### config.mk
export PLATFORM = sky130hd
export DESIGN_NAME = cpu_core_n
export DESIGN_NICKNAME = d
export VERILOG_FILES = /design/src/rtl/cpu_core_pkg.sv /design/src/rtl/cpu_core_alu.sv /design/src/rtl/cpu_core_n.sv
export SDC_FILE = /design/constraint.sdc
export NUM_CORES = 1
export LEC_CHECK = 0
export BUFFER_PORTS_ARGS = -buffer_cell sky130_fd_sc_hd__buf_2
export CORE_UTILIZATION = 30
export CTS_BUF_LIST = sky130_fd_sc_hd__clkbuf_8
export DETAILED_ROUTE_END_ITERATION = 16
export GPL_TIMING_DRIVEN = 0
export PLACE_DENSITY_LB_ADDON = 0.08
export SETUP_SLACK_MARGIN = 0.2
export SLEW_MARGIN = 40
export SYNTH_ARGS = -nofsm -noshare
export SYNTH_HDL_FRONTEND = slang
export SYNTH_SLANG_ARGS = --single-unit
### constraint.sdc
create_clock -name clk -period 12.7 [get_ports clk]
set_clock_uncertainty 0.2 [all_clocks]
set_input_delay 1.27 -clock clk [delete_from_list [all_inputs] [get_ports clk]]
set_output_delay 1.27 -clock clk [all_outputs]
set_load 0.02 [all_outputs]
### src/rtl/cpu_core_pkg.sv
// Shared types for the cpu_core_n datapath: opcodes, FSM states and command field offsets.
package cpu_core_pkg;

  typedef enum logic [3:0] {
    OP_NOP   = 4'd0,
    OP_ADD   = 4'd1,
    OP_SUB   = 4'd2,
    OP_MUL   = 4'd3,
    OP_AND   = 4'd4,
    OP_OR    = 4'd5,
    OP_XOR   = 4'd6,
    OP_SHL   = 4'd7,
    OP_SHR   = 4'd8,
    OP_CMP   = 4'd9,
    OP_STORE = 4'd10,
    OP_LOAD  = 4'd11
  } opcode_t;

  typedef enum logic [1:0] {
    ST_IDLE = 2'd0,
    ST_OPER = 2'd1,
    ST_EXEC = 2'd2,
    ST_WB   = 2'd3
  } state_t;

  localparam int OPC_LSB   = 0;
  localparam int OPC_W     = 4;
  localparam int SEL_A_LSB = OPC_LSB + OPC_W;

  // sel_b sits directly above sel_a, so its offset depends on the select width.
  function automatic int sel_b_lsb(input int sel_w);
    return SEL_A_LSB + sel_w;
  endfunction

endpackage

### src/rtl/cpu_core_alu.sv
// Combinational ALU for cpu_core_n: opcodes 0-9 on zero-extended operands, flags opcodes 12-15.
module cpu_core_alu
  import cpu_core_pkg::*;
#(
  parameter int WIDTH = 8
) (
  input  logic [3:0]         op,
  input  logic [WIDTH-1:0]   a,
  input  logic [WIDTH-1:0]   b,
  output logic [2*WIDTH-1:0] result,
  output logic               op_invalid
);

  localparam int RW   = 2 * WIDTH;
  localparam int SH_W = $clog2(RW);

  logic [RW-1:0]   a_x;
  logic [RW-1:0]   b_x;
  logic [SH_W-1:0] sh;

  assign a_x = {{WIDTH{1'b0}}, a};
  assign b_x = {{WIDTH{1'b0}}, b};
  assign sh  = b[SH_W-1:0];

  // NOP/STORE/LOAD produce no ALU value; the top selects the held result or memory data.
  always_comb begin
    result     = '0;
    op_invalid = 1'b0;
    case (op)
      OP_ADD:  result = a_x + b_x;
      OP_SUB:  result = a_x - b_x;
      OP_MUL:  result = a_x * b_x;
      OP_AND:  result = a_x & b_x;
      OP_OR:   result = a_x | b_x;
      OP_XOR:  result = a_x ^ b_x;
      OP_SHL:  result = a_x << sh;
      OP_SHR:  result = a_x >> sh;
      OP_CMP:  result = {{(RW-1){1'b0}}, (a > b)};
      OP_NOP, OP_STORE, OP_LOAD: result = '0;
      default: op_invalid = 1'b1;
    endcase
  end

endmodule

### src/rtl/cpu_core_n.sv
// Parametrised CPU datapath core: command handshake, operand muxes, ALU, scratch memory, result/flags.
// Optional executed-command counter enabled by defining CPU_CORE_PERF_CNT_EN.
//
// state   | meaning
// --------+---------------------------------------------------------
// ST_IDLE | cmd_ready high, waiting for cmd_valid; command latched
// ST_OPER | operands and memory address latched from muxes/inputs
// ST_EXEC | ALU evaluated, STORE writes memory, LOAD reads memory
// ST_WB   | result and flags registered, res_valid strobed next cycle
module cpu_core_n
  import cpu_core_pkg::*;
#(
  parameter  int WIDTH     = 8,
  parameter  int NUM_IN    = 3,
  parameter  int MEM_DEPTH = 16,
  localparam int ADDR_W    = $clog2(MEM_DEPTH),
  localparam int SEL_W     = $clog2(NUM_IN + 1),
  localparam int CMD_W     = 4 + 2 * SEL_W
) (
  input  logic                    clk,
  input  logic                    rst,
  input  logic                    cmd_valid,
  output logic                    cmd_ready,
  input  logic [CMD_W-1:0]        cmd_in,
  input  logic [NUM_IN*WIDTH-1:0] din,
  input  logic [ADDR_W-1:0]       mem_addr,
  output logic [WIDTH-1:0]        dout_low,
  output logic [WIDTH-1:0]        dout_high,
  output logic                    res_valid,
  output logic                    zero,
  output logic                    error,
  output logic [15:0]             perf_count
);

  localparam int RW        = 2 * WIDTH;
  localparam int SEL_B_LSB = sel_b_lsb(SEL_W);
  localparam logic [SEL_W-1:0] FB_SEL = SEL_W'(NUM_IN);

  state_t              state;
  logic [CMD_W-1:0]    cmd_q;
  logic [WIDTH-1:0]    op_a, op_b;
  logic [WIDTH-1:0]    mux_a, mux_b;
  logic [ADDR_W-1:0]   addr_q;
  logic [RW-1:0]       mem [MEM_DEPTH];
  logic [RW-1:0]       rd_q;
  logic [RW-1:0]       alu_res;
  logic [RW-1:0]       exec_res;
  logic [RW-1:0]       wb_res;
  logic [RW-1:0]       cur_res;
  logic                exec_err, exec_load;
  logic                alu_inv, sel_bad, cmd_err;
  logic [3:0]          opc;
  logic [SEL_W-1:0]    sel_a, sel_b;

  assign opc     = cmd_q[OPC_LSB +: OPC_W];
  assign sel_a   = cmd_q[SEL_A_LSB +: SEL_W];
  assign sel_b   = cmd_q[SEL_B_LSB +: SEL_W];
  assign cur_res = {dout_high, dout_low};
  assign sel_bad = (sel_a > FB_SEL) || (sel_b > FB_SEL);
  assign cmd_err = alu_inv || ((opc != OP_NOP) && sel_bad);
  assign wb_res  = exec_err ? '0 : (exec_load ? rd_q : exec_res);

  // Feedback select routes the high half to A and the low half to B.
  always_comb begin
    mux_a = '0;
    mux_b = '0;
    for (int i = 0; i < NUM_IN; i++) begin
      if (sel_a == SEL_W'(i)) mux_a = din[i*WIDTH +: WIDTH];
      if (sel_b == SEL_W'(i)) mux_b = din[i*WIDTH +: WIDTH];
    end
    if (sel_a == FB_SEL) mux_a = dout_high;
    if (sel_b == FB_SEL) mux_b = dout_low;
  end

  cpu_core_alu #(.WIDTH(WIDTH)) u_alu (
    .op         (opc),
    .a          (op_a),
    .b          (op_b),
    .result     (alu_res),
    .op_invalid (alu_inv)
  );

  always_ff @(posedge clk or negedge rst) begin
    if (!rst) begin
      state     <= ST_IDLE;
      cmd_ready <= 1'b1;
      cmd_q     <= '0;
      op_a      <= '0;
      op_b      <= '0;
      addr_q    <= '0;
      exec_res  <= '0;
      exec_err  <= 1'b0;
      exec_load <= 1'b0;
      dout_low  <= '0;
      dout_high <= '0;
      res_valid <= 1'b0;
      zero      <= 1'b0;
      error     <= 1'b0;
    end else begin
      res_valid <= 1'b0;
      case (state)
        ST_IDLE: begin
          if (cmd_valid && cmd_ready) begin
            cmd_q     <= cmd_in;
            cmd_ready <= 1'b0;
            state     <= ST_OPER;
          end
        end
        ST_OPER: begin
          op_a   <= mux_a;
          op_b   <= mux_b;
          addr_q <= mem_addr;
          state  <= ST_EXEC;
        end
        ST_EXEC: begin
          exec_err  <= cmd_err;
          exec_load <= (opc == OP_LOAD);
          exec_res  <= ((opc == OP_NOP) || (opc == OP_STORE)) ? cur_res : alu_res;
          state     <= ST_WB;
        end
        ST_WB: begin
          dout_low  <= wb_res[WIDTH-1:0];
          dout_high <= wb_res[RW-1:WIDTH];
          zero      <= !exec_err && (wb_res == '0);
          error     <= exec_err;
          res_valid <= 1'b1;
          cmd_ready <= 1'b1;
          state     <= ST_IDLE;
        end
        default: state <= ST_IDLE;
      endcase
    end
  end

  // Memory is not reset; an async reset forces ST_IDLE so an aborted STORE never lands.
  always_ff @(posedge clk) begin
    if (state == ST_EXEC) begin
      if ((opc == OP_STORE) && !cmd_err) mem[addr_q] <= cur_res;
      else if (opc == OP_LOAD)           rd_q <= mem[addr_q];
    end
  end

`ifdef CPU_CORE_PERF_CNT_EN
  always_ff @(posedge clk or negedge rst) begin
    if (!rst)                perf_count <= '0;
    else if (state == ST_WB) perf_count <= perf_count + 16'd1;
  end
`else
  assign perf_count = '0;
`endif

endmodule
# Yosys cells after proc, flatten, opt, wreduce, memory -nomap -nowiden
# Memory sizes are Yosys's and may differ from the RTL's. A register that Yosys moved wholly into a read port is not among the register bits.
# Cells that the tools add are included.
[word_totals]
register_bits = 68
ramBits = 256
in_bits = 39
output_inout_bits = 36
elab_cells = 89
n_memories = 1
[classes]
n_addsub = 2
mul = 1
n_lt_le_gt_ge = 3
n_eq_ne = 21
shifts = 2
muxes = 21
bitwise = 4
reduce_logical = 20
[mem_list]
columns = ["name", "depth", "width", "read_ports", "rd_ports_with_merged_regs", "wr", "line", "source"]
rows = [
  ["mem", 16, 16, 1, 1, 1, "cpu_core_n.sv:44", "logic [RW-1:0] mem [MEM_DEPTH];"],
]
[ops]
columns = ["cell", "n"]
rows = [
  ["case mux 16 bit (9 select lines)", 1],
  ["two-way mux 8 bit", 8],
  ["two-way mux 16 bit", 3],
  ["equality test 4 x 3 -> 1 bit, second input constant", 4],
  ["equality test 4 bit, second input constant", 4],
  ["zero test 16 bit", 1],
  ["multiplier 8 x 8 -> 16 bit", 1],
  ["<< shifter 8 x 4 -> 16 bit", 1],
  ["right shift 8 x 4 -> 16 bit", 1],
  ["equality test 2 bit, second input constant", 6],
  ["OR reduction 12 bit", 1],
  ["adder 8 x 8 -> 9 bit", 1],
  ["subtractor 8 x 8 -> 9 bit", 1],
  ["AND 8 bit", 1],
  ["equality test 4 x 2 -> 1 bit, second input constant", 2],
  ["greater-than comparator 8 bit", 1],
  ["bitwise OR 8 bit", 1],
  ["case mux 2 bit (4 select lines)", 1],
  ["XOR 8 bit", 1],
  ["equality test 2 x 1 -> 1 bit, second input constant", 3],
  ["zero test 2 bit", 3],
  ["two-way mux 1 bit", 6],
  ["equality test 4 x 1 -> 1 bit, second input constant", 1],
  ["greater-than comparator 2 bit, second input constant", 2],
  ["12 further kinds", 19],
]

# Longest topological paths before layout
# Gate-level depths: netlist of the first run.
[logic_depth]
word_depth = 9
mapped_depth = 18
ltp_nobuf = 17

# By module
# Synthesis of the first run repeated with hierarchy kept, for this count alone.
[unflattened]
cells_unflattened = 1274
area_unflattened_um2 = 17835.9
[modules_own_cells]
columns = ["mod", "instances", "cells_per_inst", "area_per_inst_um2", "seq_area_each_um2"]
rows = [
  ["cpu_core_n", 1, 725, 13666.9, 9870.7],
  ["cpu_core_alu", 1, 549, 4169.0, 0.0],
]

# Least setup slack after synthesis of the first run
# Ideal clock, no wire load.
[synth_timing]
path_kind = "register to register"
start = "register op_b[3]"
end = "register exec_res[15]"
setup_time_ns = 0.131
t_arrival_ns = 4.668
required_time_ns = 12.369
path_slack_ns = 7.701
stages_incl_launch_ff = 17
path_buffers = 1
synth_period_minus_slack_ns = 4.999
cell_sequence = "dfrtp_1 > inv_1 > clkbuf_1 > nor2_1 > fa_1 > fa_1 > fa_1 > inv_1 > fa_1 > inv_1 > ha_1 > and4_1 > a211oi_2 > o21ai_2 > a311o_1 > and4b_1 > or3_1"
[synth_between]
elab_chain_cells = 3
[synth_rtl]
columns = ["item", "line", "source"]
rows = [
  ["start: declaration", "cpu_core_n.sv:41", "logic [WIDTH-1:0] op_a, op_b;"],
  ["start signal: assignment", "cpu_core_n.sv:111", "op_b <= mux_b;"],
  ["multiplier 8 x 8 -> 16 bit, or another cell as far along", "cpu_core_alu.sv:32", "OP_MUL: result = a_x * b_x;"],
  ["case mux 16 bit (9 select lines) (*)", "cpu_core_alu.sv:29", "case (op)"],
  ["two-way mux 16 bit (*)", "cpu_core_n.sv:118", "exec_res <= ((opc == OP_NOP) || (opc == OP_STORE)) ? cur_res : alu_res;"],
  ["end signal: assignment", "cpu_core_n.sv:118", ""],
  ["end: declaration", "cpu_core_n.sv:47", "logic [RW-1:0] exec_res;"],
]
# Mark *: on every way between the ends. The rest lies on a longest branch, timed or not.
# A chain may end at the register's enable or synchronous reset.

# Worst setup path in the final report of the first run
[layout_timing]
start = "register op_a[3]"
end = "register exec_res[15]"
[layout_between]
elab_chain_cells = 3
[layout_rtl]
columns = ["item", "line", "source"]
rows = [
  ["start: declaration", "cpu_core_n.sv:41", ""],
  ["start signal: assignment", "cpu_core_n.sv:110", "op_a <= mux_a;"],
  ["multiplier 8 x 8 -> 16 bit, or another cell as far along", "cpu_core_alu.sv:32", ""],
  ["case mux 16 bit (9 select lines) (*)", "cpu_core_alu.sv:29", ""],
  ["two-way mux 16 bit (*)", "cpu_core_n.sv:118", ""],
]
# Marks and branches as above.

==> results of run 1 <==
logic make-up (layout without fill, tap and decap cells):
kind of cell / count (synthesis) / in the layout / share of synthesized area
other: 1 / 18 / 0.0002138
AND/OR/NAND/NOR: 256 / 256 / 0.06777
buffers and inverters: 184 / 386 / 0.04516
AO/OA/AOI/OAI: 187 / 187 / 0.07134
multiplexers: 150 / 150 / 0.1575
flip-flops: 340 / 340 / 0.5628
XOR/XNOR: 11 / 11 / 0.005493
adder cells (fa/ha/maj): 103 / 103 / 0.08974
layer usage:
layer	part of all wire	vias to the layer above	track usage
li1	-	4980	-
met1	0.44	6003	0.2684
met2	0.49	312	0.3372
met3	0.048	86	0.03657
met4	0.019	0	0.05368
met5	0	-	0
worst min path at each step:
stage                                     from                        to  slack, ps  cells past startpoint
after floorplan           exec_err$_DFFE_PN0P_         error$_DFFE_PN0P_        280                      1
after global placement    exec_err$_DFFE_PN0P_         error$_DFFE_PN0P_        290                      1
after detailed placement     error$_DFFE_PN0P_         error$_DFFE_PN0P_        300                      1
after CTS                                  rst  exec_res[13]$_DFFE_PN0P_        250                      1
after global routing                       rst  exec_res[13]$_DFFE_PN0P_        270                      1
final                                      rst       op_b[0]$_DFFE_PN0N_        300                      1
cell type report:
cell class	instances	area (µm²)	share of cell area
well taps	765	957.2	0.04644
multi-input cells	723	7057	0.3424
clock inverters	49	261.5	0.01269
repair buffers	84	695.7	0.03375
plain buffers	85	425.4	0.02064
inverters	99	371.6	0.01803
clock buffers	69	949.7	0.04607
flip-flops and latches	340	9889	0.4798
diodes	2	5.005	0.0002428
report_power, final:
group | switching (mW) | internal [mW]
registers | 0.322 | 1.45
clock network | 0.501 | 0.529
logic | 1.76 | 1.16
total | 2.59 | 3.13
synth_stat cells, types with 18 or more instances:
| library cell | number | area (µm²) |
|---|---|---|
| edfxtp_1 | 272 | 8168 |
| a21oi_1 | 37 | 185.2 |
| nand2_1 | 69 | 259.0 |
| o21ai_0 | 36 | 180.2 |
| mux2i_1 | 33 | 330.3 |
| clkbuf_1 | 41 | 153.9 |
| ha_1 | 65 | 813.3 |
| mux2_2 | 18 | 202.7 |
| o22ai_1 | 24 | 150.1 |
| mux4_2 | 99 | 2230 |
| buf_2 | 21 | 105.1 |
| inv_1 | 98 | 367.9 |
| nor2_1 | 94 | 352.8 |
| fa_1 | 38 | 760.7 |
| dfrtp_1 | 67 | 1677 |
worst max-delay path: stages, from the launching register on:
cell and delay, ps:
dfrtp_1 450, clkbuf_1 400, clkinv_1 520, nor2_1 290
fa_1 430, fa_1 460, fa_1 490, inv_1 50
fa_1 480, inv_1 40, ha_1 360, and4_1 250
a211oi_2 220, o21ai_2 120, a311o_1 390, and4b_1 170
or3_1 340
sequential cells by signal, indices dropped and copies added (netlist names), 2 cells and up:
register	count
mem	256
exec_res	16
rd_q	16
cmd_q	8
dout_high	8
dout_low	8
op_a	8
op_b	8
addr_q	4
state	2
cell usage in the layout (no fill, tap or decap), types with 6 or more instances in the layout:
master / count
a31oi_1: 9
dfrtp_1: 52
a21oi_1: 37
nor2_1: 81
a22oi_1: 6
nand2b_1: 11
nand3_1: 13
o211ai_1: 6
clkbuf_1: 38
o22ai_1: 24
fa_1: 38
nor3_2: 6
o21ai_0: 36
conb_1: 16
mux2i_1: 33
edfxtp_1: 272
mux4_2: 99
inv_1: 127
ha_1: 65
nand2_1: 69
dfrtp_2: 15
nor2_4: 13
a21o_1: 6
clkbuf_8: 69
buf_16: 9
mux2_2: 18
xnor2_1: 6
a211oi_1: 6
nor3_1: 11
or3_1: 6
nor2b_1: 11
buf_2: 83
clkinv_1: 8
nor4_1: 9
buf_4: 24
stage by stage:
stage / hold WS, ps / instance area, µm² / power [mW] / utilization
floorplan: 279.3 / 17600 / 3.615 / -
global placement: 292.6 / 18840 / 4.712 / 0.3266
finish: 296.6 / 20610 / 5.721 / 0.3573
global route: 271.5 / 20610 / 6.140 / 0.3572
detailed placement: 296.9 / 19380 / 4.728 / 0.3359
CTS: 251.4 / 20590 / 5.790 / 0.3569
==> results.sh, run 1 <==
export IMPL_status="finished, final reports clean"
export IMPL_via_per_inst=5.136
export IMPL_powerDensity_nw_per_um2=277.5
export IMPL_track_usage=0.2018
export IMPL_clkTransAtPathRegs_ps=60
export IMPL_start_util=0.3040
export IMPL_grt_pass1_vias=12138
export IMPL_tightest_slew_ps=842.5
export IMPL_critical_path_class="flop to flop"
export IMPL_fin_crit_sh=0.4540
export IMPL_p_leak_nw=7.687
export IMPL_yosysSeqAreaShare=0.5628
export IMPL_netlist_area_um2=17540
export IMPL_clock_latency_ps=650
export IMPL_synthDistinctLibCells=76
export IMPL_fp_row_count=88
export IMPL_dp_hpwl_um=40900
export IMPL_dpl_cell_count=2095
export IMPL_first_pass_iters=6
export IMPL_tritoncts_num_buffers=67
export IMPL_final_setup_viol_count=0
export IMPL_h_tree_depth=3
export IMPL_slew_viol_final=0
export IMPL_cts_tree="yes"
export IMPL_overflow=0
export IMPL_port_buffers=58
export IMPL_worstPathRequired_ps=13020
export IMPL_die_w_um=243.8
export IMPL_setup_ws_ps=6934
export IMPL_grt_pass1_wl_um=85840
export IMPL_drtIter0Drc=977
export IMPL_syn_to_final_growth_pct=17.52
export IMPL_endpoint="exec_res[15]$_DFFE_PN0P_"
export IMPL_setup_tns_final_ps=0
export IMPL_nets=1542
export IMPL_num_vias=11381
export IMPL_syn_avg_cell_area_um2=14.24
export IMPL_netlist_instances=1232
export IMPL_antenna_left=0
export IMPL_synth_edf_count=272
export IMPL_rsz0062_at_grt="false"
export IMPL_slew_headroom=0.4340
export IMPL_antenna_found_initial=2
export IMPL_path_max_fanout=9
export IMPL_fmax_mhz=173.4
export IMPL_io_pins=75
export IMPL_r2r_end="exec_res[15]$_DFFE_PN0P_"
export IMPL_r2r_slack_ps=6930
export IMPL_stdcell_count=2216
export IMPL_ff2ff_path_depth=16
export IMPL_totalWireLength_um=58270
export IMPL_fin_crit_ps=5766
export IMPL_ctsHoldBuffers=0
export IMPL_final_hold_violation_count=0
export IMPL_post_cts_setup_buffers=0
export IMPL_cts_resized=0
export IMPL_post_place_ws_ps=6854
export IMPL_hold_path_class="primary input to async pin"
export IMPL_ir_worst_vdd_uv=133.8
export IMPL_fill_cells=5706
export IMPL_cp_start_kind="flop"
export IMPL_cp_end_kind="flop"
export IMPL_wl_per_cell_um=26.30
export IMPL_cts_buffer_depth=3
export IMPL_clock_sinks=340
export IMPL_root_buffer="clkbuf_8"
export IMPL_critPathLaunch="op_a[3]$_DFFE_PN0N_"
export IMPL_async_reset_ff_frac=0.2000
export IMPL_synth_main_ff_cell="edfxtp_1"
export IMPL_timing_rr_start="op_a[3]$_DFFE_PN0N_"
export IMPL_die_y_um=243.8
export IMPL_drv_cap=0
export IMPL_drive_gt1_frac=0.2560
export IMPL_core_area_um2=57700
export IMPL_synth_seq_cells=340
export IMPL_gp_congestion=0.9073
export IMPL_grt_max_degree=46
export IMPL_yosysWarnings=0
export IMPL_cp_arrival_ps=6080
export IMPL_die_area_um2=59440
export IMPL_drc_errors=0
(Power assumes the default switching activity.)
==> inputs of run 2 (changes only) <==
Settings changed: ABC_AREA set to 1.
Clock period 12.7 ns to 4.9 ns, I/O delays scaled along.
==> run 2 against run 1 <==
Against the previous run: setup slack worse by 6500 ps; sequential share of layout area shrank 0.83 points; die area increased by 1.0%; global-route usage is 0.82 points higher; clock-buffer cell count fell by 4; wire length grew 7.9%; utilization grew 0.44 points; synthesized cell count grew 47%; final cell count is 26% higher.
==> results.sh, run 2 <==
export IMPL_first_pass_iters=5
export IMPL_dp_hpwl_um=45500
export IMPL_design_area_um2=20990
export IMPL_synth_most_common_cell="nand2_1"
export IMPL_syn_to_final_growth_pct=18.40
export IMPL_worstPathRequired_ps=5230
export IMPL_io_pins=75
export IMPL_drc_errors=0
export IMPL_rsz0062_at_grt="true"
export IMPL_drv_cap=0
export IMPL_grt_pass1_vias=13716
export IMPL_synth_seq_cells=340
export IMPL_netlist_instances=1806
export IMPL_holdCritStartpoint="din[18]"
export IMPL_drive_gt1_frac=0.1316
export IMPL_start_util=0.3054
export IMPL_r2r_slack_ps=410
export IMPL_root_buffer="clkbuf_8"
export IMPL_h_tree_depth=2
export IMPL_synth_commonest_cells="nand2_1, edfxtp_1, inv_1"
export IMPL_grt_pass1_wl_um=91170
export IMPL_via_per_inst=4.915
export IMPL_tightest_slew_ps=868.3
export IMPL_clock_sinks=340
export IMPL_ff2ff_path_depth=20
export IMPL_synthDistinctLibCells=43
export IMPL_fin_crit_sh=0.9165
export IMPL_cp_end_kind="flop"
export IMPL_critical_path_class="flop to flop"
export IMPL_clkTransAtPathRegs_ps=60
export IMPL_track_usage=0.2100
export IMPL_die_area_um2=60050
export IMPL_setup_ws_ps=409.3
export IMPL_yosysWarnings=0
export IMPL_regMostFlops="mem"
export IMPL_cts_tree="yes"
export IMPL_die_w_um=245.1
export IMPL_fmax_mhz=222.7
export IMPL_path_max_fanout=10
export IMPL_hold_path_class="primary input to flop"
export IMPL_holdPathEnd="op_a[2]$_DFFE_PN0N_"
export IMPL_final_cell_mix="nand2_1, edfxtp_1, inv_1"
export IMPL_timing_rr_start="op_a[0]$_DFFE_PN0N_"
export IMPL_r2r_end="exec_res[5]$_DFFE_PN0P_"
export IMPL_fp_row_count=88
export IMPL_reg_top3="mem x256, exec_res x16, rd_q x16"
export IMPL_cts_buffer_depth=3
export IMPL_nets=2123
export IMPL_port_buffers=58
export IMPL_wl_per_cell_um=22.48
export IMPL_num_vias=13746
export IMPL_gp_congestion=0.9249
export IMPL_status="finished, final reports clean"
export IMPL_totalWireLength_um=62870
export IMPL_tritoncts_num_buffers=56
export IMPL_clock_latency_ps=650
export IMPL_slew_headroom=0.4211
export IMPL_slew_viol_final=0
export IMPL_core_area_um2=58030
export IMPL_final_common_cell="nand2_1"
export IMPL_overflow=0
export IMPL_cp_arrival_ps=4820
export IMPL_fin_crit_ps=4491
export IMPL_grt_max_degree=56
export IMPL_synth_main_ff_cell="edfxtp_1"
export IMPL_final_hold_violation_count=0
export IMPL_synth_top_area_share=0.4609
export IMPL_synth_area_top_cells="edfxtp_1, nand2_1, dfrtp_1"
export IMPL_drtIter0Drc=1003
export IMPL_netlist_area_um2=17720
export IMPL_worstHoldPathCells=3
export IMPL_antenna_found_initial=1
export IMPL_syn_avg_cell_area_um2=9.814
export IMPL_async_reset_ff_frac=0.2000
export IMPL_yosys_area_top_type="edfxtp_1"
export IMPL_yosysSeqAreaShare=0.5569
export IMPL_post_place_ws_ps=-226.5
export IMPL_cp_start_kind="flop"
export IMPL_placed_area_um2=19450
export IMPL_die_y_um=245.1
export IMPL_final_setup_viol_count=0
export IMPL_synth_edf_count=272
export IMPL_antenna_left=0
export IMPL_largest_register_ffs=256
## run 2: area by class of cell
cell class	count	area, µm²
fill	5845	37040
sequential	340	9894
multi-input combinational	1168	6820
tap	765	957.2
clock buffer	65	894.6
timing repair buffer	103	862.1
inverter	222	833.3
buffer	90	474.2
clock inverter	41	241.5
antenna	3	7.507
## run 2: worst max-delay path by stage
stage	from	slack, ps	end	cells after the start
2_1_floorplan	op_b[2]$_DFFE_PN0N_	640	exec_res[11]$_DFFE_PN0P_	20
3_3_place_gp	op_a[7]$_DFFE_PN0N_	-220	exec_res[11]$_DFFE_PN0P_	19
3_5_place_dp	op_b[2]$_DFFE_PN0N_	-230	exec_res[11]$_DFFE_PN0P_	20
4_1_cts	op_a[7]$_DFFE_PN0N_	180	exec_res[11]$_DFFE_PN0P_	19
5_1_grt	op_a[4]$_DFFE_PN0N_	180	exec_res[11]$_DFFE_PN0P_	21
6_report	op_a[0]$_DFFE_PN0N_	410	exec_res[5]$_DFFE_PN0P_	20
## run 2: repair_timing
action / in CTS / in global routing
pin swaps: 0 / 3
setup buffers: 0 / 4
hold buffers: 26 / 0
setup endpoints to repair: 12 / 12
endpoints found under the hold margin: 93 / 0
resized for setup: 16 / 45
## run 2: critical path: stages, from the launching register on
cell and delay (ps):
dfrtp_1 430, buf_2 320, nand2_1 110, fa_1 400, fa_1 510, inv_1 40
ha_1 260, inv_1 40, fa_1 470, inv_1 40, ha_1 260, clkbuf_2 160
or2_2 290, nand3_1 150, nand2_1 70, nor2_1 110, nand2_1 50, nor2_1 80
nand4_1 210, nand2_1 120, inv_1 40
## run 2: stage by stage
stage / util / TNS [ps] / instances / hold WS [ps]
2_1_floorplan: - / 0 / 1821 / -5.591
3_3_place_gp: 0.3279 / -1399 / 2644 / 305.9
3_5_place_dp: 0.3353 / -1422 / 2659 / 146.0
4_1_cts: 0.3596 / 0 / 2790 / 8.205
5_1_grt: 0.3616 / 0 / 2795 / 24.65
6_report: 0.3617 / 0 / 2797 / 53.88
## run 2: kinds of logic after synthesis
group,synth area share
other cells,0.0002116
fa+ha+maj,0.08881
simple gates,0.1761
xor+xnor,0.0004943
flops,0.5569
buf+inv,0.07081
compound gates,0.1066
## run 2: metal layers
metal | up-vias | global-route usage | share of wire
met4 | 0 | 0.07096 | 0.029
li1 | 6509 | - | -
met1 | 6727 | 0.2667 | 0.42
met5 | - | 0 | 0
met3 | 89 | 0.03400 | 0.053
met2 | 421 | 0.3606 | 0.50
Power of run 2 is left out: the tool's default activity adds up to more than one toggle a clock period on the data nets, which glitch-free logic cannot reach.
==> inputs of run 3 (changes only) <==
Settings changed: CTS_BUF_LIST sky130_fd_sc_hd__clkbuf_8 to sky130_fd_sc_hd__clkbuf_4, PLACE_DENSITY set to 0.5, PLACE_DENSITY_LB_ADDON 0.08 to unset, SYNTH_HIERARCHICAL set to 1.
==> run 3 against run 2 <==
Against the previous run: wire length down 7.3%; highest routed layer unchanged; die area grew 5.1%; setup slack lost 74 ps.
==> results.sh, run 3 <==
export IMPL_final_hold_violation_count=0
export IMPL_synth_most_common_cell="nand2_1"
export IMPL_max_stage_delay_ps=540
export IMPL_clock_latency_ps=780
export IMPL_synth_main_ff_cell="edfxtp_1"
export IMPL_start_util=0.3064
export IMPL_hold_path_class="primary input to flop"
export IMPL_syn_avg_cell_area_um2=8.957
export IMPL_netlist_instances=2080
export IMPL_cp_arrival_ps=4970
export IMPL_totalWireLength_um=58280
export IMPL_fin_crit_ps=4565
export IMPL_crit_chain="buf_8, clkbuf_8, nand2_1, inv_1, fa_1, fa_1, fa_1, inv_1, fa_1, inv_1, ha_4, nand2_2, inv_2, nand2_2, nand2_1, nand2_2, nand3_2, nand2_1, nand3_2, nand2_2, a21oi_2, o22ai_1"
export IMPL_grt_pass1_wl_um=87490
export IMPL_setup_ws_ps=334.9
export IMPL_syn_to_final_growth_pct=19.64
export IMPL_synth_area_top_cells="edfxtp_1, nand2_1, dfrtp_1"
export IMPL_h_tree_depth=3
export IMPL_path_buf_inv=6
export IMPL_via_per_inst=4.710
export IMPL_final_cell_mix="nand2_1, inv_1, edfxtp_1"
export IMPL_top_usage_layer="met2"
export IMPL_critical_path_class="flop to flop"
export IMPL_io_pins=75
export IMPL_final_common_cell="nand2_1"
export IMPL_overflow=0
export IMPL_async_reset_ff_frac=0.2000
export IMPL_track_usage=0.1841
export IMPL_port_buffers=58
export IMPL_reg_top3="mem x256, exec_res x16, rd_q x16"
export IMPL_synthDistinctLibCells=43
export IMPL_drv_cap=0
export IMPL_worstHoldPathCells=5
export IMPL_setup_tns_final_ps=0
export IMPL_cp_slowest_cell="fa_1"
export IMPL_yosys_area_top_type="edfxtp_1"
export IMPL_drc_errors=0
export IMPL_num_vias=14902
export IMPL_die_y_um=251.2
export IMPL_cp_top_family="adder cells"
export IMPL_cts_tree="yes"
export IMPL_antenna_left=0
export IMPL_final_setup_viol_count=0
export IMPL_synth_commonest_cells="nand2_1, inv_1, edfxtp_1"
export IMPL_cts_buffer_depth=3
export IMPL_status="finished, final reports clean"
export IMPL_synth_top_area_share=0.4384
export IMPL_worstPathRequired_ps=5300
export IMPL_root_buffer="clkbuf_4"
export IMPL_cp_end_kind="flop"
export IMPL_tritoncts_num_buffers=86
export IMPL_yosysSeqAreaShare=0.5298
export IMPL_die_w_um=251.2
export IMPL_antenna_found_initial=1
export IMPL_drive_gt1_frac=0.1806
export IMPL_core_area_um2=60810
export IMPL_wl_per_cell_um=18.42
export IMPL_whs_ps=58.05
export IMPL_slew_headroom=0.4282
export IMPL_tightest_slew_ps=857.7
export IMPL_nets=2451
export IMPL_holdCritStartpoint="din[12]"
export IMPL_critPathLaunch="op_b[2]$_DFFE_PN0N_"
export IMPL_yosysWarnings=6
export IMPL_die_area_um2=63100
export IMPL_regMostFlops="mem"
export IMPL_timing_rr_start="op_b[2]$_DFFE_PN0N_"
export IMPL_use_met2=0.3091
export IMPL_clock_sinks=340
export IMPL_rsz0062_at_grt="true"
export IMPL_largest_register_ffs=256
export IMPL_dp_hpwl_um=41330
export IMPL_crit_cells=22
export IMPL_ff2ff_path_depth=22
export IMPL_post_place_ws_ps=-440.2
export IMPL_fp_row_count=90
export IMPL_slew_viol_final=0
export IMPL_gp_congestion=0.9240
export IMPL_first_pass_iters=5
export IMPL_fmax_mhz=219.1
export IMPL_grt_pass1_vias=14889
export IMPL_cp_start_kind="flop"
export IMPL_grt_max_degree=57
export IMPL_synth_seq_cells=340
export IMPL_grt_met3_usage=0.03365
export IMPL_drtIter0Drc=845
export IMPL_path_max_fanout=10
export IMPL_fin_crit_sh=0.9317
export IMPL_synth_edf_count=272
export IMPL_netlist_area_um2=18630
export IMPL_clkTransAtPathRegs_ps=80
export IMPL_met1_usage=0.2296
[run 3: kinds of logic (layout without fill, tap and decap cells)]
| family | count (synthesis) | in the layout | synth area share |
|---|---|---|---|
| buf+inv | 385 | 671 | 0.08872 |
| compound gates | 154 | 154 | 0.04453 |
| xor+xnor | 2 | 2 | 0.0009404 |
| simple gates | 1095 | 1095 | 0.2513 |
| flops | 340 | 340 | 0.5298 |
| fa+ha+maj | 103 | 103 | 0.08449 |
| other cells | 1 | 17 | 0.0002013 |
[run 3: area by class of cell]
| cell class | count | area [µm²] |
|---|---|---|
| plain buffers | 94 | 646.9 |
| fillers | 6220 | 38520 |
| inverters | 291 | 1095 |
| clock buffers | 128 | 960.9 |
| multi-input cells | 1370 | 7518 |
| repair buffers | 126 | 1005 |
| clock inverters | 32 | 191.4 |
| well taps | 782 | 978.4 |
| flip-flops and latches | 340 | 9892 |
| diodes | 1 | 2.502 |
[run 3: what timing repair did]
action,in CTS,in global routing
gates resized for setup,33,74
pin swaps,0,15
cloned,0,0
hold endpoints to repair,99,0
hold buffers,47,0
endpoints found under the setup margin,11,11
setup buffers,1,11
[run 3: metrics by stage]
stage | std cells | utilization | instance area (µm²)
after detailed placement | 2944 | 0.3329 | 20250
after CTS | 3152 | 0.3616 | 21990
after floorplan | 2095 | - | 18690
final | 3164 | 0.3666 | 22290
after global routing | 3164 | 0.3666 | 22290
after global placement | 2935 | 0.3282 | 19960
[run 3: worst paths after layout]
check | slack, ps | end
max in group asynchronous | 3440 | op_a[2]$_DFFE_PN0N_
hold reg to reg | 290 | zero$_DFFE_PN0P_
min in group asynchronous | 90 | op_a[6]$_DFFE_PN0N_
setup / recovery | 330 | exec_res[15]$_DFFE_PN0P_
setup reg to reg | 330 | exec_res[15]$_DFFE_PN0P_
hold / removal | 60 | op_b[4]$_DFFE_PN0N_
[run 3: worst reg2reg max path, stage by stage, from the launching register on]
cell	delay, ps
dfrtp_2	460
buf_8	150
clkbuf_8	160
nand2_1	80
inv_1	60
fa_1	540
fa_1	440
fa_1	490
inv_1	60
fa_1	530
inv_1	60
ha_4	300
nand2_2	90
inv_2	70
nand2_2	60
nand2_1	80
nand2_2	60
nand3_2	70
nand2_1	60
nand3_2	120
nand2_2	70
a21oi_2	120
o22ai_1	90
[run 3: layer usage]
layer,share of wire,routed length [µm]
met1,0.43,25010
met2,0.49,28320
met3,0.048,2820
met4,0.037,2139
met5,0,0
Power of run 3 is left out for the same reason.
